===== config.mk =====
export PLATFORM = sky130hd
export DESIGN_NAME = unpool1_stream
export DESIGN_NICKNAME = d
export VERILOG_FILES = /design/src/rtl/unpool1_stream.sv
export SDC_FILE = /design/constraint.sdc
export NUM_CORES = 1
export LEC_CHECK = 0
export CAP_MARGIN = 5
export CELL_PAD_IN_SITES_DETAIL_PLACEMENT = 1
export CELL_PAD_IN_SITES_GLOBAL_PLACEMENT = 1
export CORE_UTILIZATION = 54
export CTS_CLUSTER_DIAMETER = 40
export DETAILED_ROUTE_END_ITERATION = 6
export MAX_ROUTING_LAYER = met4
export PLACE_DENSITY_LB_ADDON = 0.1
export SLEW_MARGIN = 25
export SYNTH_ARGS = -nofsm -noshare
export SYNTH_HDL_FRONTEND = slang
export SYNTH_SLANG_ARGS = --single-unit

===== constraint.sdc =====
create_clock -name clk -period 4.4 [get_ports clk]
set_input_delay 0.44 -clock clk [delete_from_list [all_inputs] [get_ports clk]]
set_output_delay 0.44 -clock clk [all_outputs]
set_load 0.03 [all_outputs]

===== src/rtl/unpool1_stream.sv =====
// 2x2 unpooling stage: one-row line buffer, FILL then two EMIT rows.
// Define UNPOOL1_ZERO_FILL_EN for zero-insertion instead of replication.
module unpool1_stream #(
  parameter int CH   = 20,
  parameter int W_IN = 12,
  parameter int H_IN = 12
) (
  input  logic                        clk,
  input  logic                        rst_n,
  input  logic                        in_valid,
  output logic                        in_ready,
  input  logic [CH-1:0]               in_data,
  output logic                        out_valid,
  input  logic                        out_ready,
  output logic [CH-1:0]               out_data,
  output logic [$clog2(2*H_IN)-1:0]   out_row,
  output logic [$clog2(2*W_IN)-1:0]   out_col,
  output logic                        out_last
);

  localparam int RW  = $clog2(2*H_IN);
  localparam int CW  = $clog2(2*W_IN);
  localparam int ICW = (W_IN > 1) ? $clog2(W_IN) : 1;
  localparam int RRW = (H_IN > 1) ? $clog2(H_IN) : 1;

  localparam logic [1:0] FILL  = 2'd0;
  localparam logic [1:0] EMIT0 = 2'd1;
  localparam logic [1:0] EMIT1 = 2'd2;

  logic [1:0]     state_q, state_d;
  logic [ICW-1:0] in_col_q, in_col_d;
  logic [RRW-1:0] r_q, r_d;
  logic           in_ready_q, in_ready_d;
  logic           out_valid_q, out_valid_d;
  logic [CH-1:0]  out_data_q, out_data_d;
  logic [RW-1:0]  out_row_q, out_row_d;
  logic [CW-1:0]  out_col_q, out_col_d;
  logic           out_last_q, out_last_d;

  logic [CH-1:0]  buf_q [W_IN];

  logic           in_fire, out_fire;
  logic           load, byp;
  logic [CW-1:0]  ncol;
  logic [RW-1:0]  nrow;
  logic [ICW-1:0] ridx;
  logic [CH-1:0]  rdat;

  assign in_fire  = in_valid && in_ready_q;
  assign out_fire = out_valid_q && out_ready;

  always_comb begin
    state_d     = state_q;
    in_col_d    = in_col_q;
    r_d         = r_q;
    in_ready_d  = in_ready_q;
    out_valid_d = out_valid_q;
    out_data_d  = out_data_q;
    out_row_d   = out_row_q;
    out_col_d   = out_col_q;
    out_last_d  = out_last_q;
    load        = 1'b0;
    byp         = 1'b0;
    ncol        = out_col_q + 1'b1;
    nrow        = out_row_q;
    unique case (state_q)
      FILL: begin
        in_ready_d = 1'b1;
        if (in_fire) begin
          in_col_d = in_col_q + 1'b1;
          if (in_col_q == ICW'(W_IN-1)) begin
            in_col_d    = '0;
            state_d     = EMIT0;
            in_ready_d  = 1'b0;
            out_valid_d = 1'b1;
            ncol        = '0;
            nrow        = RW'({r_q, 1'b0});
            load        = 1'b1;
            byp         = (W_IN == 1);
          end
        end
      end
      EMIT0, EMIT1: begin
        if (out_fire) begin
          if (out_col_q == CW'(2*W_IN-1)) begin
            if (state_q == EMIT0) begin
              state_d = EMIT1;
              ncol    = '0;
              nrow    = out_row_q + 1'b1;
              load    = 1'b1;
            end else begin
              state_d     = FILL;
              out_valid_d = 1'b0;
              in_ready_d  = 1'b1;
              out_last_d  = 1'b0;
              out_data_d  = '0;
              r_d = (r_q == RRW'(H_IN-1)) ? '0 : r_q + 1'b1;
            end
          end else begin
            load = 1'b1;
          end
        end
      end
      default: state_d = FILL;
    endcase
    ridx = ICW'(ncol >> 1);
    rdat = byp ? in_data : buf_q[ridx];
`ifdef UNPOOL1_ZERO_FILL_EN
    rdat = rdat & {CH{~nrow[0] & ~ncol[0]}};
`endif
    if (load) begin
      out_col_d  = ncol;
      out_row_d  = nrow;
      out_data_d = rdat;
      out_last_d = (nrow == RW'(2*H_IN-1)) &&
                   (ncol == CW'(2*W_IN-1));
    end
  end

  // Line buffer is deliberately unreset; EMIT only follows a full row write.
  always_ff @(posedge clk) begin
    if (in_fire) buf_q[in_col_q] <= in_data;
  end

  always_ff @(posedge clk or negedge rst_n) begin
    if (!rst_n) begin
      state_q     <= FILL;
      in_col_q    <= '0;
      r_q         <= '0;
      in_ready_q  <= 1'b0;
      out_valid_q <= 1'b0;
      out_data_q  <= '0;
      out_row_q   <= '0;
      out_col_q   <= '0;
      out_last_q  <= 1'b0;
    end else begin
      state_q     <= state_d;
      in_col_q    <= in_col_d;
      r_q         <= r_d;
      in_ready_q  <= in_ready_d;
      out_valid_q <= out_valid_d;
      out_data_q  <= out_data_d;
      out_row_q   <= out_row_d;
      out_col_q   <= out_col_d;
      out_last_q  <= out_last_d;
    end
  end

  assign in_ready  = in_ready_q;
  assign out_valid = out_valid_q;
  assign out_data  = out_data_q;
  assign out_row   = out_row_q;
  assign out_col   = out_col_q;
  assign out_last  = out_last_q;

endmodule

==> results_dict.tcl <==
set metrics [dict create \
    status "finished clean" \
    yosys-top-cells-area "edfxtp_1, dfrtp_1, mux2i_1, nand2_1, a21oi_1" \
    switching_share_pct 36.9 \
    synth_compound_gate_area_share_pct 12.5 \
    wirelength_um 32700 \
    grt_pass1_wl_um 50000 \
    tightest_slew_ns 0.986 \
    holdWs_ns 0.0572 \
    nFillCells 1923 \
    report.final.slew_viol_count 0 \
    drive_above_1_share_pct 12.4 \
    wl_per_cell_um 26.6 \
    synth_top_area_cell "edfxtp_1" \
    yosysMostFrequentCell "edfxtp_1" \
    cts_hold_buf 0 \
    fin_crit_ns 3.08 \
    grt_pass1_vias 8415 \
    synth_cell_types 56 \
    yosysSeqAreaShare_pct 69.8 \
    overflow 0 \
    p_int_mw 6.78 \
    setup_slack_ns 1.32 \
    p_per_area_mw_per_mm2 761 \
    switchingPower_mw 3.96 \
    synth.area.mux_share_pct 3.91 \
    slew_headroom_pct 34.1 \
    synth_top_family_by_area "compound AO/OA/AOI/OAI gates" \
    vias 7856 \
    drv_cap 0 \
    crit_type "reg -> reg" \
    core_area_mm2 0.0213 \
    place_area_mm2 0.0127 \
    io_buffer_count 56 \
    die_h_um 150 \
    total_power_mw 10.7 \
    rows 53 \
    setup_viol 0 \
    cts_inserted_buffers 39 \
    cts.sinks 283 \
    synth_async_sr_flop_share_pct 15.2 \
    synth-simple-area-share_pct 9.30 \
    post-place-ws_ns 1.13 \
    irDropWorstVdd_mv 0.594 \
    synth_edf_count 240 \
    dp_cells 1155 \
    synth_top_area_share_pct 60.7 \
    p_leak_nw 5.08 \
    yosys-top-cells-count "edfxtp_1, nand2_1, a21oi_1, nor3_1" \
    synth.yosys.warnings 0 \
    cts_tree "yes" \
    hold_path_class "in -> async" \
    cts-root-buf "clkbuf_16" \
    crit_arrival_ns 3.54 \
    synth.cell_area_mm2 0.0119 \
    crit_path_start_kind "flop" \
    period_share_pct 69.9 \
    cts_setup_buffers 0 \
    worst-path-max-fanout 26 \
    syn_area_per_cell_um2 13.8 \
    track_usage_pct 31.5 \
    syn_nets 891 \
    fin_area_mm2 0.0141 \
    io_pins 57 \
    antenna_found_initial 0 \
    antenna_left 0 \
    synth_seq_cells 283 \
    final_cells 1227 \
    cts.htree.levels 2 \
    dieArea_mm2 0.0226 \
    drt_pass1_iterations 5 \
    clk_path_buf_depth 3 \
    path_clk_slew_ns 0.05 \
    required_ns 4.87 \
    dp_hpwl_um 18200 \
    gp_congestion 0.886 \
    synth-xor-area-share_pct 0.590 \
    diodes 0 \
    p_comb_share_pct 36.5 \
    skew_ns 0.0158 \
    ctsResizeCount 0 \
    postSynthCellCount 857 \
    seq_power_share_pct 32.9 \
    grt_max_degree 76 \
    drcViolationCount 0 \
    rsz0062_at_grt "no" \
    cp-end-kind "flop" \
    vias_per_cell 6.40 \
    nNetsFinal 955 \
    hold_violations 0 \
    timing.fmax_mhz 325 \
    fin_tns_setup_ns 0 \
    fin_util_pct 66.2 \
    synthFlopType "edfxtp_1" \
    synthAdderAreaFrac_pct 1.05 \
    die_w_um 150 \
    p_clk_share_pct 30.6 \
    drtIter0Drc 522 \
    initial_core_util_pct 55.8 \
    area_growth_pct 18.8 \
    worstSkewPairLatency_ns 0.53 \
]
## state kept, by name, indices dropped and copies added, names as in the netlist
register / count
buf_q: 240
out_data: 20
out_col: 5
out_row: 5
in_col_q: 4
r_q: 4
state_q: 2
in_ready: 1
out_last: 1
out_valid: 1
## placed cells by master, fill, tap and decap left out, types with 3 or more instances in the layout
cell and instances:
clkbuf_16 39, clkbuf_1 3, buf_4 23, bufinv_16 7, mux2i_1 43, nor2_1 11
mux2_2 3, clkbuf_8 3, clkinv_4 4, a221oi_1 20, nor2b_1 3, a22o_1 21
a211oi_1 3, o32ai_1 20, a21oi_4 3, nand3_1 8, nor3_1 44, xnor2_1 4
dfrtp_1 43, clkinv_2 5, inv_1 10, inv_6 5, clkdlybuf4s50_1 55, edfxtp_1 240
a31oi_1 23, nand2_1 111, o21ai_0 11, clkinv_1 4, ha_1 9, a21o_1 20
a21oi_1 71, and2_1 29, and3_1 6
## cell families after synthesis
kind of cell / Yosys count
AO/OA/AOI/OAI: 212
XOR/XNOR: 8
adder cells (fa/ha/maj): 10
buffers and inverters: 68
flip-flops: 283
multiplexers: 46
AND/OR/NAND/NOR: 230
## layout make-up
class | count | area, um2 | share of cell area (%)
clock buffer | 45 | 1030 | 7.29
clock inverter | 27 | 344 | 2.44
inverter | 11 | 41.3 | 0.293
multi-input combinational | 506 | 3310 | 23.5
sequential | 283 | 8280 | 58.7
tap | 275 | 344 | 2.44
timing repair buffer | 80 | 748 | 5.31
## metal layers
layer,wire [um],part of all wire (%),track usage (%)
met1,13000,40,39.1
met2,16200,49,50.7
met3,2260,6.9,5.94
met4,1260,3.9,14.0
met5,0,0,-
## critical path, stage by stage (launching register included)
cell and delay [ns]:
dfrtp_1 0.42, inv_1 0.14, ha_1 0.37, inv_1 0.25, a22o_4 0.36, a21oi_4 0.51
buf_4 0.44, a21oi_1 0.15, o32ai_1 0.19, a22o_1 0.18
## power groups by stage
stage | Clock (mW) | Sequential [mW] | Combinational, mW
floorplan | 0 | 3.71 | 2.41
global placement | 0 | 3.54 | 3.67
detailed placement | 0 | 3.57 | 3.87
CTS | 3.31 | 3.53 | 3.91
global route | 3.41 | 3.56 | 4.22
finish | 3.28 | 3.53 | 3.92
## final timing paths
check,from,end,slack [ns],cells after the start
setup / recovery,state_q[1],out_data[9],1.32,9
hold / removal,rst_n,r_q[3],0.06,2
setup reg to reg,state_q[1],out_data[9],1.32,9
hold reg to reg,out_last,out_last,0.51,1
max in group asynchronous,rst_n,state_q[0],3.90,2
min in group clk,out_last,out_last,0.51,1
(Power assumes the default switching activity.)
